<file path="config.mk">
export PLATFORM = sky130hd
export DESIGN_NAME = uni_stream_decode
export DESIGN_NICKNAME = d
export VERILOG_FILES = /design/src/rtl/uni_stream_decode_pkg.sv /design/src/rtl/uni_stream_decode.sv
export SDC_FILE = /design/constraint.sdc
export NUM_CORES = 1
export LEC_CHECK = 0
export BUFFER_PORTS_ARGS = -buffer_cell sky130_fd_sc_hd__buf_2
export CAP_MARGIN = 20
export CORE_ASPECT_RATIO = 1.1
export CORE_MARGIN = 3
export CORE_UTILIZATION = 58
export DETAILED_ROUTE_END_ITERATION = 8
export PLACE_DENSITY = 0.9
export SETUP_SLACK_MARGIN = 0.05
export SYNTH_ARGS = -nofsm -noshare
export SYNTH_HDL_FRONTEND = slang
export SYNTH_SLANG_ARGS = --single-unit
</file>
<file path="constraint.sdc">
create_clock -name clk -period 3.1 [get_ports clk]
set_input_delay 0.465 -clock clk [delete_from_list [all_inputs] [get_ports clk]]
set_output_delay 0.465 -clock clk [all_outputs]
set_load 0.01 [all_outputs]
</file>
<file path="src/rtl/uni_stream_decode_pkg.sv">
// ---------------------------------------------------------------------------
// uni_stream_decode_pkg
// Shared definitions for the unary stream decoder:
//   state_e    : decoder FSM states (IDLE, RUN)
//   res_width  : width of the binary result for a window of 2^dep bits.
//                Covers 0..N unsigned and -N..+N two's complement.
// ---------------------------------------------------------------------------
package uni_stream_decode_pkg;

  typedef enum logic {
    ST_IDLE = 1'b0,
    ST_RUN  = 1'b1
  } state_e;

  function automatic int res_width(input int dep);
    return dep + 2;
  endfunction

endpackage

</file>
<file path="src/rtl/uni_stream_decode.sv">
// ---------------------------------------------------------------------------
// uni_stream_decode
// Windowed bitstream-to-binary decoder. Counts ones over a window of
// N = 2^DEP qualified bits and emits the count (unipolar) or 2*ones - N
// (bipolar) through a valid/ready output register.
//
// Parameters
//   DEP        window length exponent, N = 2^DEP
//   BIPOLAR    0: unsigned ones count, 1: signed 2*ones - N
//
// Ports
//   clk          clock
//   rst_n        asynchronous active-low reset
//   start_i      begin a window (IDLE only)
//   cont_i       continuous mode, sampled at window end
//   clr_i        synchronous abort: back to IDLE, pending result dropped
//   in_bit_i     stream bit
//   in_vld_i     qualifies in_bit_i
//   busy_o       high while in RUN
//   out_data_o   result, DEP+2 bits
//   out_vld_o    result pending
//   out_rdy_i    consumer ready
//   overrun_o    one-cycle pulse when a finished result was discarded
//   state_o      current FSM state (debug)
//
// Handshake: a transfer happens on every rising clock edge where
// out_vld_o & out_rdy_i are both high. While out_vld_o is high and
// out_rdy_i is low, out_data_o is held stable. out_rdy_i is ignored while
// out_vld_o is low.
// ---------------------------------------------------------------------------
module uni_stream_decode
  import uni_stream_decode_pkg::*;
#(
  parameter int DEP     = 5,
  parameter int BIPOLAR = 0
) (
  input  logic                      clk,
  input  logic                      rst_n,
  input  logic                      start_i,
  input  logic                      cont_i,
  input  logic                      clr_i,
  input  logic                      in_bit_i,
  input  logic                      in_vld_i,
  output logic                      busy_o,
  output logic [res_width(DEP)-1:0] out_data_o,
  output logic                      out_vld_o,
  input  logic                      out_rdy_i,
  output logic                      overrun_o,
  output state_e                    state_o
);

  localparam int          RW      = res_width(DEP);
  localparam int unsigned N       = 1 << DEP;
  localparam logic [DEP-1:0] CNT_ONE = {{(DEP-1){1'b0}}, 1'b1};
  localparam logic [RW-1:0]  BIAS    = RW'(N);

  state_e           state_q;
  logic [DEP-1:0]   win_cnt_q;
  logic [DEP:0]     ones_q;
  logic [RW-1:0]    out_data_q;
  logic             out_vld_q;
  logic             overrun_q;

  logic [DEP:0]     ones_d;
  logic [RW-1:0]    result_d;
  logic             win_end;
  logic             load;

  // Count including the current bit; the final bit of a window belongs to it.
  // ones never exceeds N, so DEP+1 bits cannot wrap.
  assign ones_d  = ones_q + {{DEP{1'b0}}, in_bit_i};

  // Window end: last qualified bit of the window while running.
  assign win_end = (state_q == ST_RUN) && in_vld_i && (&win_cnt_q);

  // New result may enter the output register if it is empty or is being
  // drained in this same cycle (back-to-back transfer).
  assign load    = win_end && (!out_vld_q || out_rdy_i);

  generate
    if (BIPOLAR != 0) begin : g_bipolar
      // (ones << 1) - N in DEP+2 bits: -N..+N two's complement.
      assign result_d = {ones_d, 1'b0} - BIAS;
    end else begin : g_unipolar
      assign result_d = {1'b0, ones_d};
    end
  endgenerate

  always_ff @(posedge clk or negedge rst_n) begin
    if (!rst_n) begin
      state_q    <= ST_IDLE;
      win_cnt_q  <= '0;
      ones_q     <= '0;
      out_data_q <= '0;
      out_vld_q  <= 1'b0;
      overrun_q  <= 1'b0;
    end else if (clr_i) begin
      // Abort: out_data_q is left as is, it is meaningless without out_vld.
      state_q    <= ST_IDLE;
      win_cnt_q  <= '0;
      ones_q     <= '0;
      out_vld_q  <= 1'b0;
      overrun_q  <= 1'b0;
    end else begin
      overrun_q <= 1'b0;

      // Drain; a load below in the same cycle overrides this.
      if (out_vld_q && out_rdy_i) begin
        out_vld_q <= 1'b0;
      end

      case (state_q)
        ST_IDLE: begin
          if (start_i) begin
            state_q   <= ST_RUN;
            win_cnt_q <= '0;
            ones_q    <= '0;
          end
        end

        ST_RUN: begin
          if (in_vld_i) begin
            if (win_end) begin
              // The next qualified bit starts a fresh window.
              win_cnt_q <= '0;
              ones_q    <= '0;
              if (load) begin
                out_data_q <= result_d;
                out_vld_q  <= 1'b1;
              end else begin
                overrun_q  <= 1'b1;
              end
              if (!cont_i) begin
                state_q <= ST_IDLE;
              end
            end else begin
              win_cnt_q <= win_cnt_q + CNT_ONE;
              ones_q    <= ones_d;
            end
          end
        end

        default: begin
          state_q <= ST_IDLE;
        end
      endcase
    end
  end

  assign busy_o     = (state_q == ST_RUN);
  assign out_data_o = out_data_q;
  assign out_vld_o  = out_vld_q;
  assign overrun_o  = overrun_q;
  assign state_o    = state_q;

endmodule

</file>
==> results of run 1 <==
## worst max-delay path, cell delays in order, from the launching register on
cell	delay, ns
dfrtp_1	0.41
ha_1	0.22
and3_1	0.15
ha_1	0.24
and4bb_1	0.52
o21ai_1	0.12
a31oi_1	0.17
## layer usage
metal,wire length [um],up-vias
met4,30,0
met1,798,362
li1,-,365
met5,0,-
met2,782,23
met3,109,6
## worst paths after layout
kind	slack (ns)	startpoint	endpoint
worst max-delay path	1.20	win_cnt_q[0]	ones_q[5]
worst max register to register	1.20	win_cnt_q[0]	ones_q[5]
worst min-delay path	0.10	rst_n	out_data_o[4]
worst min register to register	0.51	ones_q[5]	ones_q[5]
max in group asynchronous	2.70	rst_n	ones_q[0]
min in group clk	0.46	start_i	busy_o
## flip-flops by register name, summed over array words and instances, names as in the netlist
signal	count
busy_o	1
ones_q	6
out_data_o	6
out_vld_o	1
overrun_o	1
win_cnt_q	5
## Yosys cell counts, types with 2 or more instances
| library cell | instances | share of area, % |
|---|---|---|
| a21oi_1 | 2 | 0.94 |
| dfrtp_1 | 20 | 47 |
| buf_4 | 2 | 1.4 |
| nor2_1 | 4 | 1.4 |
| nand3_1 | 4 | 1.9 |
| inv_1 | 5 | 1.8 |
| nand4_1 | 2 | 1.2 |
| xnor2_1 | 3 | 2.5 |
| nand2b_1 | 2 | 1.2 |
| ha_1 | 4 | 4.7 |
| mux2_2 | 4 | 4.2 |
| a31oi_1 | 3 | 1.8 |
| a22o_1 | 7 | 5.8 |
| nor2b_1 | 2 | 1.2 |
| buf_6 | 3 | 3.2 |
| mux2_4 | 4 | 5.6 |
## cell type report
| class | count | area share [%] |
|---|---|---|
| sequential | 20 | 43.72 |
| timing repair buffer | 17 | 7.432 |
| tap | 17 | 1.858 |
| inverter | 5 | 1.639 |
| multi-input combinational | 61 | 43.39 |
| clock buffer | 3 | 1.967 |
## per-stage QoR
step | power [mW] | hold WS (ns) | cell area [um^2]
final | 0.4143 | 0.1014 | 1145
after global routing | 0.4364 | 0.1126 | 1145
after CTS | 0.4207 | 0.1007 | 1145
after detailed placement | 0.3055 | 0.4272 | 1122
after global placement | 0.3046 | 0.4281 | 1122
after floorplan | 0.2961 | 0.1694 | 1065
## power by group through the flow
stage	sequential (mW)	clock, mW	combinational (mW)
3_5_place_dp	0.272	0	0.0336
4_1_cts	0.267	0.120	0.0336
6_report	0.267	0.115	0.0331
3_3_place_gp	0.272	0	0.0330
2_1_floorplan	0.270	0	0.0258
5_1_grt	0.268	0.131	0.0381
## logic make-up (layout without fill, tap and decap cells)
family,count (synthesis),after routing,synth area share (%)
flops,20,20,47.00
buf+inv,10,25,6.345
xor+xnor,4,4,3.291
simple gates,25,25,15.16
compound gates,19,19,13.28
other cells,1,1,0.3522
fa+ha+maj,4,4,4.701
mux,8,8,9.871
==> flow_metrics.py, run 1 <==
metrics = {
    "setup_path": {
        "arrival_ns": 2.12,
        "critPathMaxFanout": 11,
        "required_ns": 3.32,
        "start_kind": "flip-flop",
        "crit_type": "reg2reg",
        "reg2regPathDepth": 6,
        "end_kind": "flip-flop",
    },
    "cells_and_area": {
        "final_util_pct": 69.32,
        "drive_gt1_share_pct": 28.30,
        "num_antenna_cells": 0,
        "areaGrowthSynthToFinish_pct": 7.521,
        "nFillCells": 139,
        "final_common_cell": "dfrtp_1",
        "regArea_um2": 500.5,
        "fin_cells": 123,
        "multi_input_area_um2": 496.7,
        "final_cell_mix": "dfrtp_1, buf_2, a22o_1",
        "nNetsFinal": 120,
    },
    "clock_tree": {
        "clock_path_buffers": 2,
        "clock_sinks": 20,
        "cts_hold_buffers": 0,
        "htreeDepth": 1,
        "cts_root_buf": "clkbuf_4",
        "clk_pin_slew_ns": 0.10,
        "cts_tree": "built",
        "clkLatencyLatePin_ns": 0.29,
        "numCtsBuffers": 3,
        "cts_setup_buffers": 0,
        "cts.repair.resized": 0,
    },
    "global_routing": {
        "use_met1_pct": 23.44,
        "grt_pass1_vias": 726,
        "grt_max_degree": 21,
        "grt_pass1_wl_um": 3056,
        "grt_use_total_pct": 17.04,
        "busiest_layer": "met2",
        "grtUsageMet2_pct": 25.79,
        "antenna_found_initial": 0,
        "grt.met3_usage_pct": 3.521,
        "grt_overflow": 0,
    },
    "synthesis": {
        "syn_inst": 91,
        "ys.flop_type": "dfrtp_1",
        "async_reset_ff_share_pct": 100.0,
        "synth-seq-cells": 20,
        "synth_cell_type_count": 36,
        "syn_area_um2": 1065,
        "syn_avg_cell_area_um2": 11.70,
        "synth_warnings": 0,
        "synth_edf_count": 0,
        "yosysSeqAreaShare_pct": 47.00,
        "synth.net_count": 103,
    },
    "placement": {
        "port_buffers": 17,
        "place_worst_setup_slack_ns": 1.236,
        "post-dp-hpwl_um": 1293,
        "gp_congestion": 0.7943,
        "post-place-cells": 120,
    },
    "floorplanning": {
        "placementRows": 15,
        "initial_utilization_pct": 64.47,
        "coreArea_um2": 1652,
        "die_h_um": 50.94,
        "die_w_um": 46.85,
        "ios": 19,
        "dieArea_um2": 2386,
    },
    "power": {
        "irDropWorstVdd_uv": 292.5,
        "switchingPower_mw": 0.09339,
        "clkPwrFrac_pct": 27.6,
        "swShare_pct": 22.54,
        "p_per_area_nw_per_um2": 361.8,
        "seqPwrFrac_pct": 64.4,
        "p_int_mw": 0.3209,
        "p_comb_share_pct": 8.0,
        "cellLeakagePower_nw": 0.5772,
    },
    "hold_path": {
        "hold_path.class": "in2async",
    },
    "drt": {
        "antenna_left": 0,
        "vias": 756,
        "drt_wl_total_um": 1721,
        "wl_per_cell_um": 13.99,
        "drc": 0,
        "drt_pass1_iterations": 4,
        "drt_first_iter_violations": 24,
        "routed_via_density": 6.146,
    },
    "timing": {
        "rsz0062_at_grt": "no",
        "setup_viol": 0,
        "min_period_over_period_pct": 61.41,
        "fmaxAchievable_mhz": 525.3,
        "fin_setup_tns_ns": 0,
        "hold_viol_final": 0,
        "slew_viol_final": 0,
        "fin_skew_ns": 0.004043,
        "fin_ws_ns": 1.196,
        "period_needed_ns": 1.904,
    },
    "flow_run": {
        "maxCapViolations": 0,
    },
    "status": {
        "outcome": "finished, final reports clean",
    },
}
(Power assumes the default switching activity.)
==> run 2: changes to the inputs <==
ABC_AREA = 1   (was unset)
CORE_UTILIZATION = 53   (was 58)
PLACE_DENSITY = 0.85   (was 0.9)
clock period = 1.9 ns   (was 3.1 ns; I/O delays follow)
==> flow_metrics.py, run 2 <==
metrics = {
    "status": {
        "outcome": "finished, final reports clean",
    },
    "global_routing": {
        "grt_overflow": 0,
        "grt_max_degree": 21,
        "grt_use_total_pct": 18.59,
        "antenna_found_initial": 0,
        "grt_pass1_wl_um": 3277,
        "grt_pass1_vias": 730,
    },
    "timing": {
        "setup_viol": 0,
        "slew_viol_final": 0,
        "fin_skew_ns": 0.009950,
        "hold_viol_final": 0,
        "fmaxAchievable_mhz": 611.0,
        "period_needed_ns": 1.637,
        "min_period_over_period_pct": 86.14,
        "fin_setup_tns_ns": 0,
        "rsz0062_at_grt": "no",
    },
    "cells_and_area": {
        "final_cell_mix": "nand2_1, dfrtp_1, buf_2",
        "areaGrowthSynthToFinish_pct": 12.61,
        "regArea_um2": 500.5,
        "multi_input_area_um2": 419.2,
        "num_antenna_cells": 0,
        "final_common_cell": "nand2_1",
        "nFillCells": 132,
        "nNetsFinal": 151,
        "stdcell_area_um2": 1129,
        "drive_gt1_share_pct": 20.29,
        "fin_cells": 155,
    },
    "synthesis": {
        "syn_avg_cell_area_um2": 8.422,
        "ys.flop_type": "dfrtp_1",
        "synth-seq-cells": 20,
        "async_reset_ff_share_pct": 100.0,
        "synth.top_cells.by_count": "nand2_1, dfrtp_1, inv_1",
        "synth_cell_type_count": 22,
        "synth_edf_count": 0,
        "synth_warnings": 0,
        "synth_top_area_share_pct": 49.94,
        "synth.net_count": 131,
        "synth_area_leaders": "dfrtp_1, nand2_1, inv_1, ha_1, nand3_1",
        "syn_inst": 119,
        "syn_area_um2": 1002,
        "yosysSeqAreaShare_pct": 49.94,
        "yosys.area.top_type": "dfrtp_1",
        "synth_most_common_cell": "nand2_1",
    },
    "drt": {
        "wl_per_cell_um": 11.95,
        "vias": 814,
        "drt_first_iter_violations": 39,
        "routed_via_density": 5.252,
        "drc": 0,
        "drt_pass1_iterations": 4,
        "antenna_left": 0,
        "drt_wl_total_um": 1853,
    },
    "floorplanning": {
        "placementRows": 15,
        "die_h_um": 51.61,
        "ios": 19,
        "die_w_um": 47.46,
        "coreArea_um2": 1670,
        "dieArea_um2": 2449,
        "initial_utilization_pct": 60.00,
    },
    "power": {
        "cellLeakagePower_nw": 0.6209,
        "p_per_area_nw_per_um2": 648.5,
        "irDropWorstVdd_uv": 501.7,
    },
    "hold_path": {
        "hold_path_end": "busy_o",
        "holdPathStages": 2,
        "hold_path.class": "in2reg",
        "hold_start": "clr_i",
    },
    "setup_path": {
        "regToRegEndpoint": "ones_q[5]",
        "critPathMaxFanout": 6,
        "reg2regPathDepth": 9,
        "required_ns": 2.14,
        "crit_type": "reg2reg",
        "rr_startpoint": "win_cnt_q[0]",
        "start_kind": "flip-flop",
        "arrival_ns": 1.88,
        "end_kind": "flip-flop",
        "rrSetupSlack_ns": 0.26,
    },
    "placement": {
        "post-place-cells": 150,
        "gp_congestion": 0.8457,
        "post-dp-hpwl_um": 1349,
        "dpl_cell_area_um2": 1082,
        "port_buffers": 17,
    },
    "flow_run": {
        "maxCapViolations": 0,
    },
    "clock_tree": {
        "clock_path_buffers": 2,
        "numCtsBuffers": 3,
        "htreeDepth": 1,
        "clkLatencyLatePin_ns": 0.31,
        "cts_setup_buffers": 0,
        "cts_tree": "built",
        "clk_pin_slew_ns": 0.11,
        "cts_root_buf": "clkbuf_4",
        "clock_sinks": 20,
    },
}
run 2: changes by cell type in the layout (fill, tap and decap cells not counted), sizes merged, moves of 3 or more:
cell | previous run | this run
nand3 | 4 | 10
mux2 | 8 | 0
inv | 5 | 15
nand2 | 1 | 41
a22o | 7 | 0
o21ai | 2 | 11
a31oi | 3 | 0
run 2: kinds of logic (layout without fill, tap and decap cells):
kind of cell,after synthesis,in the layout,synth area share [%]
DFF,20,20,49.94
AOI/OAI and AO/OA,11,11,5.868
adders and majority gates,4,4,4.994
xor gates and xnor gates,3,3,2.622
and+or+nand+nor,62,62,27.97
buffers and inverters,18,37,8.239
other,1,1,0.3742
run 2: area by class of cell:
type / instances / share of cell area [%]
inverters: 15 / 4.989
repair buffers: 18 / 8.426
multi-input cells: 81 / 37.14
well taps: 17 / 1.885
flip-flops and latches: 20 / 44.35
clock buffers: 4 / 3.215
run 2: power breakdown:
group	switching (mW)	total [mW]	internal, mW
registers	0.00414	0.433	0.429
clock network	0.130	0.247	0.117
logic	0.0354	0.0517	0.0163
run 2: through the flow:
step,worst slack [ns],utilization (%),power (mW),hold slack [ns]
6_report,0.2633,67.57,0.7319,0.2145
4_1_cts,0.2648,67.57,0.7384,0.2117
3_5_place_dp,0.3171,64.79,0.4917,0.2524
5_1_grt,0.09828,67.57,0.7730,0.2161
2_1_floorplan,0.5082,-,0.4737,-0.01059
3_3_place_gp,0.3882,64.79,0.4911,0.2512
run 2: worst max path at each step:
stage          slack [ns]         start  cells past startpoint            end
2_1_floorplan        0.51  win_cnt_q[0]                      9      ones_q[5]
3_3_place_gp         0.39  win_cnt_q[0]                      9  out_data_o[3]
3_5_place_dp         0.32  win_cnt_q[0]                      9      ones_q[5]
4_1_cts              0.26  win_cnt_q[0]                      9      ones_q[5]
5_1_grt               0.1  win_cnt_q[0]                      9  out_data_o[1]
6_report             0.26  win_cnt_q[0]                      9      ones_q[5]
run 2: timing repair:
item / CTS / global route
hold buffers: 1 / 0
endpoints found under the hold margin: 20 / 0
gates resized for setup: 0 / 0
run 2: worst max-delay path, cell delays in order (launching register included):
cell     delay (ns)
dfrtp_1        0.42
ha_1           0.22
nand2_1        0.08
nor2_1         0.05
ha_1           0.19
inv_1          0.06
nand4_1        0.20
inv_1          0.20
nand3_1        0.09
nand2_1        0.07
run 2: layer usage:
| layer | global-route usage (%) | part of all wire (%) | wire length [um] | up-vias |
|---|---|---|---|---|
| li1 | - | - | - | 413 |
| met1 | 26.05 | 45 | 833 | 370 |
| met2 | 27.90 | 47 | 872 | 28 |
| met3 | 2.422 | 6.5 | 120 | 3 |
| met4 | 8.295 | 1.4 | 26 | 0 |
| met5 | 0 | 0 | 0 | - |
==> run 3: changes to the inputs <==
CTS_CLUSTER_DIAMETER = 120   (was unset)
clock period = 1.85 ns   (was 1.9 ns; I/O delays follow)
==> flow_metrics.py, run 3 (synthesized netlist as in run 2, its figures left out) <==
metrics = {
    "clock_tree": {
        "cts_setup_buffers": 0,
        "cts_tree": "built",
        "clock_path_buffers": 2,
        "htreeDepth": 1,
        "clk_pin_slew_ns": 0.12,
        "clock_sinks": 20,
        "cts_root_buf": "clkbuf_4",
        "numCtsBuffers": 3,
        "clkLatencyLatePin_ns": 0.31,
    },
    "setup_path": {
        "cp_slowest_cell": "dfrtp_1",
        "crit_path_end": "ones_q[5]",
        "crit_type": "reg2reg",
        "worstSetupStartpoint": "win_cnt_q[0]",
        "cp_top_family": "simple AND/OR/NAND/NOR gates",
        "critPathMaxFanout": 6,
        "required_ns": 2.10,
        "arrival_ns": 1.88,
        "rrSetupSlack_ns": 0.21,
        "regToRegEndpoint": "ones_q[5]",
        "cp.depth": 9,
        "path_buf_inv": 2,
        "rr_startpoint": "win_cnt_q[0]",
        "path_cells": "ha_1, nand2_1, nor2_1, ha_1, inv_1, nand4_1, inv_1, nand3_1, nand2_1",
        "start_kind": "flip-flop",
        "crit_path_max_incr_delay_ns": 0.42,
        "end_kind": "flip-flop",
        "reg2regPathDepth": 9,
    },
    "power": {
        "cellLeakagePower_nw": 0.6212,
        "irDropWorstVdd_uv": 520.3,
        "p_per_area_nw_per_um2": 664.0,
    },
    "cells_and_area": {
        "final_common_cell": "nand2_1",
        "nNetsFinal": 151,
        "num_antenna_cells": 0,
        "nFillCells": 130,
        "drive_gt1_share_pct": 20.29,
        "areaGrowthSynthToFinish_pct": 13.36,
        "final_cell_mix": "nand2_1, dfrtp_1, buf_2",
        "final_util_pct": 68.02,
    },
    "drt": {
        "drc": 0,
        "antenna_left": 0,
        "routed_via_density": 5.245,
        "wl_per_cell_um": 11.94,
        "drt_first_iter_violations": 36,
        "drt_wl_total_um": 1850,
        "vias": 813,
        "drt_pass1_iterations": 4,
    },
    "floorplanning": {
        "placementRows": 15,
        "die_h_um": 51.61,
        "coreArea_um2": 1670,
        "dieArea_um2": 2449,
        "initial_utilization_pct": 60.00,
        "ios": 19,
        "die_w_um": 47.46,
    },
    "global_routing": {
        "grt_max_degree": 21,
        "grt.met3_usage_pct": 2.422,
        "use_met1_pct": 26.05,
        "grtUsageMet2_pct": 27.90,
        "antenna_found_initial": 0,
        "busiest_layer": "met2",
        "grt_pass1_vias": 730,
        "grt_overflow": 0,
        "grt_pass1_wl_um": 3277,
        "grt_use_total_pct": 18.59,
    },
    "status": {
        "outcome": "finished, final reports clean",
    },
    "placement": {
        "gp_congestion": 0.8457,
        "port_buffers": 17,
        "post-dp-hpwl_um": 1349,
    },
    "timing": {
        "hold_viol_final": 0,
        "fin_setup_tns_ns": 0,
        "slew_viol_final": 0,
        "setup_viol": 0,
        "fin_skew_ns": 0.01124,
        "period_needed_ns": 1.637,
        "rsz0062_at_grt": "no",
        "fmaxAchievable_mhz": 610.7,
        "min_period_over_period_pct": 88.50,
    },
    "flow_run": {
        "maxCapViolations": 0,
    },
    "hold_path": {
        "hold_path.class": "in2reg",
    },
}
[run 3: cell counts in the layout (fill, tap and decap cells not counted)]
No cell type changed its count.
[run 3: per-stage QoR]
stage | worst slack, ns | area, um^2 | hold slack, ns | cells | power (mW)
global route | 0.03532 | 1136 | 0.2095 | 155 | 0.7944
floorplan | 0.4582 | 1002 | -0.01809 | 119 | 0.4865
global placement | 0.3382 | 1082 | 0.2437 | 150 | 0.5044
finish | 0.2127 | 1136 | 0.2064 | 155 | 0.7544
CTS | 0.2148 | 1129 | 0.2042 | 155 | 0.7583
detailed placement | 0.2671 | 1082 | 0.2449 | 150 | 0.5050
[run 3: timing repair]
action | in CTS | in global routing
endpoints found under the hold margin | 20 | 0
hold buffers | 1 | 0
endpoints found under the setup margin | 0 | 2
gates resized for setup | 0 | 1
[run 3: worst min path at each step]
stage | start | endpoint | cells past startpoint
2_1_floorplan | rst_n | busy_o | 0
3_3_place_gp | rst_n | overrun_o | 1
3_5_place_dp | rst_n | overrun_o | 1
4_1_cts | clr_i | busy_o | 2
5_1_grt | clr_i | overrun_o | 2
6_report | clr_i | busy_o | 2
[run 3: area by class of cell]
cell class / count / area (um^2) / share of cell area (%)
Sequential cell: 20 / 500.5 / 44.05
Multi-Input combinational cell: 81 / 426.7 / 37.56
Timing Repair Buffer: 18 / 95.09 / 8.370
Inverter: 15 / 56.30 / 4.956
Clock buffer: 4 / 36.28 / 3.194
Tap cell: 17 / 21.27 / 1.872
[run 3: routing by layer]
layer	wire length [um]	vias to the layer above
met5	0	-
met4	26	0
met3	96	3
met2	875	25
met1	851	370
li1	-	415
[run 3: power by group]
group / total (mW) / switching (mW) / internal, mW
combinational: 0.0535 / 0.0367 / 0.0168
sequential: 0.445 / 0.00429 / 0.441
clock: 0.256 / 0.135 / 0.120
